<file path="src/rtl/keccak_pkg.sv">
// Shared Keccak definitions for the rho rotate engine: lane geometry, the
// standard rho offset table (indexed by lane 5*y+x), the lane index helper and
// the FSM state encoding.
package keccak_pkg;

  localparam int NUM_LANES = 25;
  localparam int ROW       = 5;

  // FSM state encoding
  localparam logic [1:0] ST_IDLE = 2'd0;
  localparam logic [1:0] ST_LOAD = 2'd1;
  localparam logic [1:0] ST_EMIT = 2'd2;

  // Standard Keccak rho offsets, ordered by lane index 5*y+x
  localparam logic [5:0] RHO_OFFSETS [NUM_LANES] = '{
    6'd0,  6'd1,  6'd62, 6'd28, 6'd27,   // y = 0
    6'd36, 6'd44, 6'd6,  6'd55, 6'd20,   // y = 1
    6'd3,  6'd10, 6'd43, 6'd25, 6'd39,   // y = 2
    6'd41, 6'd45, 6'd15, 6'd21, 6'd8,    // y = 3
    6'd18, 6'd2,  6'd61, 6'd56, 6'd14    // y = 4
  };

  // Position of lane (x,y) inside a 25-bit slice
  function automatic logic [4:0] lane_idx(input logic [2:0] x, input logic [2:0] y);
    return 5'd5 * {2'b00, y} + {2'b00, x};
  endfunction

endpackage

</file>
<file path="src/rtl/rho_rotate_engine_if.sv">
// Slice streaming bus of the rho rotate engine: an input slice stream and an
// output slice stream, both valid/ready. The engine uses the slave modport,
// the surrounding pipeline (or a testbench) the master modport.
interface rho_rotate_engine_if;

  logic        in_valid;
  logic        in_ready;
  logic [24:0] in_slice;
  logic        out_valid;
  logic        out_ready;
  logic [24:0] out_slice;

  modport slave (
    input  in_valid, in_slice, out_ready,
    output in_ready, out_valid, out_slice
  );

  modport master (
    output in_valid, in_slice, out_ready,
    input  in_ready, out_valid, out_slice
  );

endinterface

</file>
<file path="src/rtl/rho_offset_rom.sv">
// Combinational rho offset lookup: lane index -> rho offset reduced mod LANE_W.
// LANE_W is a power of two, so the reduction is a plain truncation.
module rho_offset_rom
  import keccak_pkg::*;
#(
  parameter  int LANE_W = 64,
  localparam int CNT_W  = $clog2(LANE_W)
) (
  input  logic [4:0]       lane,
  output logic [CNT_W-1:0] offset
);

  logic [5:0] full_s;

  // Table lookup with out-of-range lane indices mapped to offset 0
  always_comb begin
    full_s = 6'd0;
    if (lane < 5'd25) begin
      full_s = RHO_OFFSETS[lane];
    end else begin
      full_s = 6'd0;
    end
    offset = full_s[CNT_W-1:0];
  end

endmodule

</file>
<file path="src/rtl/rho_rotate_engine.sv">
// Slice-serial Keccak rho step. Loads one 5x5xLANE_W state as LANE_W slices,
// then streams out rotated slices where lane (x,y) bit z comes from input bit
// (z - r[x][y]) mod LANE_W. Index arithmetic is CNT_W bits wide, so the
// modulo is natural wrap-around.
// Optional feature macro: RHO_INVERSE_EN -- when defined, inv is captured at
// start and inv=1 selects (z + r) mod LANE_W, which undoes rho.
module rho_rotate_engine
  import keccak_pkg::*;
#(
  parameter  int LANE_W = 64,
  localparam int CNT_W  = $clog2(LANE_W)
) (
  input  logic             clk,
  input  logic             rst,
  input  logic             start,
  input  logic             inv,
  rho_rotate_engine_if.slave bus,
  output logic [CNT_W-1:0] cnt_value,
  output logic             busy,
  output logic             done
);

  localparam logic [CNT_W-1:0] LAST = CNT_W'(LANE_W - 1);
  localparam logic [CNT_W-1:0] ONE  = CNT_W'(1);

  logic [1:0]        state_r;
  logic [CNT_W-1:0]  cnt_r;
  logic [LANE_W-1:0] lane_buf_r [NUM_LANES];
  logic              out_valid_r;
  logic [24:0]       out_slice_r;
  logic              done_r;
  logic              inv_sel_s;

  logic [CNT_W-1:0]  off_s [NUM_LANES];
  logic [CNT_W-1:0]  src_s [NUM_LANES];
  logic [CNT_W-1:0]  z_sel_s;
  logic [24:0]       next_slice_s;
  logic              in_xfer_s;

`ifdef RHO_INVERSE_EN
  logic inv_r;

  // Direction is captured at start and held for the whole transfer
  always_ff @(posedge clk or negedge rst) begin
    if (!rst) begin
      inv_r <= 1'b0;
    end else if (state_r == ST_IDLE && start) begin
      inv_r <= inv;
    end
  end

  assign inv_sel_s = inv_r;
`else
  logic unused_inv_s;
  assign unused_inv_s = inv;
  assign inv_sel_s    = 1'b0;
`endif

  // One offset ROM per lane, addressed by its constant lane index
  for (genvar gy = 0; gy < ROW; gy++) begin : g_row
    for (genvar gx = 0; gx < ROW; gx++) begin : g_col
      localparam logic [4:0] LANE = lane_idx(3'(gx), 3'(gy));
      rho_offset_rom #(.LANE_W(LANE_W)) u_rom (
        .lane   (LANE),
        .offset (off_s[LANE])
      );
    end
  end

  assign in_xfer_s = (state_r == ST_LOAD) && bus.in_valid;

  // Slice index to fetch: the current one before the first slice is shown,
  // afterwards the next one so a slice can leave every cycle
  always_comb begin
    z_sel_s = cnt_r;
    if (out_valid_r) begin
      z_sel_s = cnt_r + ONE;
    end else begin
      z_sel_s = cnt_r;
    end
  end

  // Gather the rotated slice: each lane reads its own bit column
  always_comb begin
    next_slice_s = 25'd0;
    for (int l = 0; l < NUM_LANES; l++) begin
      if (inv_sel_s) begin
        src_s[l] = z_sel_s + off_s[l];
      end else begin
        src_s[l] = z_sel_s - off_s[l];
      end
      next_slice_s[l] = lane_buf_r[l][src_s[l]];
    end
  end

  // State buffer: each accepted input slice fills one bit column
  always_ff @(posedge clk or negedge rst) begin
    if (!rst) begin
      for (int l = 0; l < NUM_LANES; l++) begin
        lane_buf_r[l] <= '0;
      end
    end else if (in_xfer_s) begin
      for (int l = 0; l < NUM_LANES; l++) begin
        lane_buf_r[l][cnt_r] <= bus.in_slice[l];
      end
    end
  end

  // Transfer FSM, slice counter and registered output stream
  always_ff @(posedge clk or negedge rst) begin
    if (!rst) begin
      state_r     <= ST_IDLE;
      cnt_r       <= '0;
      out_valid_r <= 1'b0;
      out_slice_r <= 25'd0;
      done_r      <= 1'b0;
    end else begin
      done_r <= 1'b0;
      case (state_r)
        ST_IDLE: begin
          if (start) begin
            state_r <= ST_LOAD;
            cnt_r   <= '0;
          end
        end
        ST_LOAD: begin
          if (in_xfer_s) begin
            cnt_r <= cnt_r + ONE;
            if (cnt_r == LAST) begin
              state_r <= ST_EMIT;
            end
          end
        end
        ST_EMIT: begin
          if (!out_valid_r) begin
            out_valid_r <= 1'b1;
            out_slice_r <= next_slice_s;
          end else if (bus.out_ready) begin
            if (cnt_r == LAST) begin
              state_r     <= ST_IDLE;
              cnt_r       <= '0;
              out_valid_r <= 1'b0;
              out_slice_r <= 25'd0;
              done_r      <= 1'b1;
            end else begin
              cnt_r       <= cnt_r + ONE;
              out_slice_r <= next_slice_s;
            end
          end
        end
        default: begin
          state_r     <= ST_IDLE;
          cnt_r       <= '0;
          out_valid_r <= 1'b0;
          out_slice_r <= 25'd0;
        end
      endcase
    end
  end

  assign bus.in_ready  = (state_r == ST_LOAD);
  assign bus.out_valid = out_valid_r;
  assign bus.out_slice = out_slice_r;
  assign cnt_value     = cnt_r;
  assign busy          = (state_r != ST_IDLE);
  assign done          = done_r;

endmodule

</file>
<file path="src/flat_wrapper.sv">
// flat-port wrapper written by rule: the top's interface ports become plain ports
module rho_rotate_engine_flat import keccak_pkg::*;
#(
  parameter  int LANE_W = 64,
  localparam int CNT_W  = $clog2(LANE_W)
)
  (clk, rst, start, inv, cnt_value, busy, done, bus_in_valid, bus_in_slice, bus_out_ready, bus_in_ready, bus_out_valid, bus_out_slice);
  rho_rotate_engine_if bus_i ();
  input  logic clk;
  input  logic rst;
  input  logic start;
  input  logic inv;
  output logic [CNT_W-1:0] cnt_value;
  output logic busy;
  output logic done;
  input wire logic [$bits(bus_i.in_valid)-1:0] bus_in_valid;
  input wire logic [$bits(bus_i.in_slice)-1:0] bus_in_slice;
  input wire logic [$bits(bus_i.out_ready)-1:0] bus_out_ready;
  output wire logic [$bits(bus_i.in_ready)-1:0] bus_in_ready;
  output wire logic [$bits(bus_i.out_valid)-1:0] bus_out_valid;
  output wire logic [$bits(bus_i.out_slice)-1:0] bus_out_slice;
  assign bus_i.in_valid = bus_in_valid;
  assign bus_i.in_slice = bus_in_slice;
  assign bus_i.out_ready = bus_out_ready;
  assign bus_in_ready = bus_i.in_ready;
  assign bus_out_valid = bus_i.out_valid;
  assign bus_out_slice = bus_i.out_slice;
  rho_rotate_engine #(.LANE_W(LANE_W)) u_core (.clk(clk), .rst(rst), .start(start), .inv(inv), .bus(bus_i), .cnt_value(cnt_value), .busy(busy), .done(done));
endmodule
</file>
<file path="config.mk">
export PLATFORM = sky130hd
export DESIGN_NAME = rho_rotate_engine_flat
export DESIGN_NICKNAME = d
export VERILOG_FILES = /design/src/rtl/keccak_pkg.sv /design/src/rtl/rho_rotate_engine_if.sv /design/src/rtl/rho_offset_rom.sv /design/src/rtl/rho_rotate_engine.sv /design/src/flat_wrapper.sv
export SDC_FILE = /design/constraint.sdc
export NUM_CORES = 2
export LEC_CHECK = 0
export CAP_MARGIN = 20
export CORE_MARGIN = 2
export CORE_UTILIZATION = 58
export DETAILED_ROUTE_END_ITERATION = 8
export PLACE_DENSITY_LB_ADDON = 0.12
export SYNTH_ARGS = -nofsm -noshare
export SYNTH_HDL_FRONTEND = slang
export SYNTH_HIERARCHICAL = 1
export SYNTH_SLANG_ARGS = --single-unit
</file>
<file path="constraint.sdc">
create_clock -name clk -period 4.53 [get_ports clk]
set_clock_uncertainty 0.1 [all_clocks]
set_input_delay 0.6795 -clock clk [delete_from_list [all_inputs] [get_ports clk]]
set_output_delay 0.6795 -clock clk [all_outputs]
set_load 0.05 [all_outputs]
</file>
==> results.py <==
metrics = {
    "clock_tree": {
        "cts_max_level": 4,
        "clockBufferDepth": 3,
        "cts.sinks": 1635,
        "cts_buffers": 169,
        "cts_tree": "built",
        "clk_pin_slew_ns": 0.06,
        "clock_latency_ns": 0.82,
        "cts.repair.resized": 0,
        "cts-root-buf": "clkbuf_16",
    },
    "placed_design": {
        "place_congestion": 0.831,
        "hpwl_um": 158000,
        "dpl.cell_count": 9388,
        "port_buffers": 64,
    },
    "global_route": {
        "grt_max_degree": 138,
        "grt_pass1_wl_um": 376000,
        "grt_pass1_vias": 59600,
        "track_usage_pct": 31.2,
        "antenna_found_initial": 5,
        "grt_overflow": 0,
    },
    "worst_hold_path": {
        "hp-class": "in2reg",
        "holdCritStartpoint": "bus_in_slice[19]",
    },
    "sta": {
        "period_minus_slack_ns": 3.91,
        "rsz0062_at_grt": "false",
        "fin_hold_ws_ns": 0.107,
        "hold_viol": 0,
        "final.setup.tns_ns": 0,
        "max_freq_mhz": 256,
        "period_share_pct": 86.4,
        "setup_viol": 0,
        "tightest_slew_ns": 1.07,
        "slew_headroom_pct": 28.7,
        "slew_viol_final": 0,
    },
    "run_status": {
        "outcome": "finished, final reports clean",
    },
    "die": {
        "fp-row-count": 145,
        "ios": 66,
        "die_area_mm2": 0.161,
        "start_util_pct": 58.6,
        "die_height_um": 402,
        "die_x_um": 402,
        "core_mm2": 0.157,
    },
    "synthesis": {
        "synth.yosys.seq_area_share_pct": 44.6,
        "netlist_area_mm2": 0.0918,
        "ys_warn_count": 6,
        "synth_ff_type": "dfrtp_1",
        "synth-edff-count": 0,
        "synth-seq-cells": 1635,
        "syn_area_per_cell_um2": 13.2,
        "async_flop_share_pct": 100,
        "synthCells": 6958,
        "synth.distinct_cells": 70,
    },
    "critical_path": {
        "reg2reg_from": "u_core/cnt_value[0]$_DFFE_PN0P_",
        "critical_path_required_ns": 5.09,
        "ff2ff_path_depth": 12,
        "setup.worst_path.end": "u_core/bus.out_slice[22]$_DFFE_PN0P_",
        "start_kind": "flop",
        "worstSetupPathType": "reg2reg",
        "reg2reg_to": "u_core/bus.out_slice[22]$_DFFE_PN0P_",
        "reg2reg_slack_ns": 0.62,
        "crit_start": "u_core/cnt_value[0]$_DFFE_PN0P_",
        "end_kind": "flop",
        "crit_fanout": 14,
        "arrival_ns": 4.47,
    },
    "power_and_ir_drop": {
        "pwr-share-seq_pct": 37.4,
        "leakage_uw": 0.0521,
        "vdd_drop_max_v": 0.000291,
        "p_per_area_mw_per_mm2": 394,
        "swShare_pct": 30.2,
        "power_uw": 40600,
        "clkPwrFrac_pct": 36.4,
        "internal_power_uw": 28300,
        "net-switching-power_uw": 12300,
        "combPwrFrac_pct": 26.2,
    },
    "cells_and_area": {
        "layout_common_cells": "mux2_2, dfrtp_1, conb_1, mux2i_1, ha_1",
        "final_cells": 9702,
        "post-route-util_pct": 65.7,
        "areaGrowthSynthToFinish_pct": 12.2,
        "layout.nets": 7815,
        "num_antenna_cells": 0,
        "layout-drive-gt1-share_pct": 32.7,
        "final_common_cell": "mux2_2",
    },
    "routing": {
        "routed_wirelength_um": 252000,
        "wl_per_cell_um": 26.0,
        "detail-route-antenna-nets": 0,
        "drt_iter0_markers": 4759,
        "routed_via_density": 6.15,
        "firstDrtPassIters": 7,
        "vias": 59700,
        "drc": 0,
    },
    "job": {
        "drv_cap": 0,
    },
}
stage by stage:
step           instance area, um^2  setup WS [ns]
6_report                    103000          0.617
4_1_cts                     103000          0.591
3_3_place_gp                 97000          0.646
3_5_place_dp                 97000          0.609
2_1_floorplan                94100         0.0297
5_1_grt                     103000          0.426
registers in the layout (all words and copies together) (netlist names):
| signal | cells |
|---|---|
| u_core/lane_buf_r | 1600 |
| u_core/bus.out_slice | 25 |
| u_core/bus.out_valid | 1 |
| u_core/state_r | 2 |
| u_core/done | 1 |
| u_core/cnt_value | 6 |
critical path: stages (launching register included):
cell and delay (ns):
dfrtp_1 0.40, buf_4 0.20, xnor2_2 0.23, buf_12 0.24, ha_1 0.22, inv_1 0.06, fa_1 0.88, mux4_1 0.39
mux2_2 0.32, or3_1 0.32, a21o_1 0.18, nand4_1 0.09, o311ai_1 0.10
cells by family (layout without fill, tap and decap cells):
logic type | Yosys count | count (layout) | share of synthesized area, %
muxes | 2405 | 2405 | 34.1
adders and majority gates | 279 | 279 | 4.01
other | 2 | 626 | 0.00818
and+or+nand+nor | 798 | 798 | 4.88
buffers and inverters | 821 | 883 | 4.36
DFF | 1635 | 1635 | 44.6
AOI/OAI and AO/OA | 839 | 839 | 5.98
xor gates and xnor gates | 179 | 179 | 2.08
layout make-up:
| class | count | area (um^2) |
|---|---|---|
| tap | 2058 | 2570 |
| clock inverter | 74 | 1020 |
| timing repair buffer | 334 | 3160 |
| multi-input combinational | 5126 | 49500 |
| clock buffer | 236 | 4910 |
| sequential | 1635 | 40900 |
| inverter | 239 | 900 |
| fill | 11700 | 53700 |
routing by layer:
| layer | track usage [%] | up-vias | part of all wire, % |
|---|---|---|---|
| li1 | - | 26200 | - |
| met1 | 44.1 | 31300 | 44 |
| met2 | 48.5 | 1646 | 46 |
| met3 | 5.12 | 506 | 6.1 |
| met4 | 12.4 | 10 | 4.3 |
| met5 | 0 | - | 0.033 |
synthesized netlist by cell type, types with 24 or more instances:
| cell type | n | area, um^2 |
|---|---|---|
| mux2_2 | 1656 | 18600 |
| dfrtp_1 | 1635 | 40900 |
| mux2i_1 | 386 | 3860 |
| ha_1 | 254 | 3180 |
| inv_1 | 238 | 893 |
| clkbuf_1 | 211 | 792 |
| o21ai_0 | 192 | 961 |
| a21oi_1 | 189 | 946 |
| buf_2 | 188 | 941 |
| mux4_2 | 182 | 4100 |
| mux4_1 | 175 | 4600 |
| nor2b_1 | 146 | 913 |
| nor2_1 | 129 | 484 |
| nand2_1 | 119 | 447 |
| buf_4 | 118 | 886 |
| xor2_1 | 99 | 867 |
| a31oi_1 | 82 | 513 |
| nand2b_1 | 80 | 500 |
| a21o_1 | 68 | 510 |
| xnor2_1 | 55 | 482 |
| nand3_1 | 53 | 265 |
| nand3b_1 | 49 | 368 |
| nor2_2 | 49 | 307 |
| o22ai_1 | 42 | 263 |
| o32ai_1 | 37 | 324 |
| a2bb2oi_1 | 36 | 315 |
| a221oi_1 | 32 | 280 |
| buf_1 | 32 | 120 |
| buf_6 | 32 | 360 |
| and3_1 | 27 | 169 |
| nand4_1 | 27 | 169 |
| or3_1 | 27 | 169 |
| a22oi_1 | 25 | 188 |
| a311o_1 | 25 | 250 |
| fa_1 | 25 | 500 |
| o311ai_1 | 25 | 219 |
| xnor3_1 | 25 | 563 |
| o221ai_1 | 24 | 210 |
how the worst min path moves through the flow:
stage | to | cells after the start
floorplan | u_core/bus.out_slice[0]$_DFFE_PN0P_ | 0
global placement | u_core/lane_buf_r[530]$_DFFE_PN0P_ | 1
detailed placement | u_core/bus.out_slice[8]$_DFFE_PN0P_ | 2
CTS | u_core/bus.out_slice[8]$_DFFE_PN0P_ | 2
global route | u_core/lane_buf_r[337]$_DFFE_PN0P_ | 2
finish | u_core/lane_buf_r[341]$_DFFE_PN0P_ | 2
power by group through the flow:
stage	registers, uW	logic, uW	clock network (uW)
after floorplan	15400	7840	0
after global placement	15400	10300	0
after detailed placement	15400	10400	0
after CTS	15200	10400	15000
after global routing	15200	11400	15600
final	15200	10700	14800
what timing repair did:
item | CTS | global route
setup buffers | 0 | 0
hold endpoints to repair | 108 | 0
hold buffers | 1 | 0
Note: power is estimated with default switching activity, not from simulation.
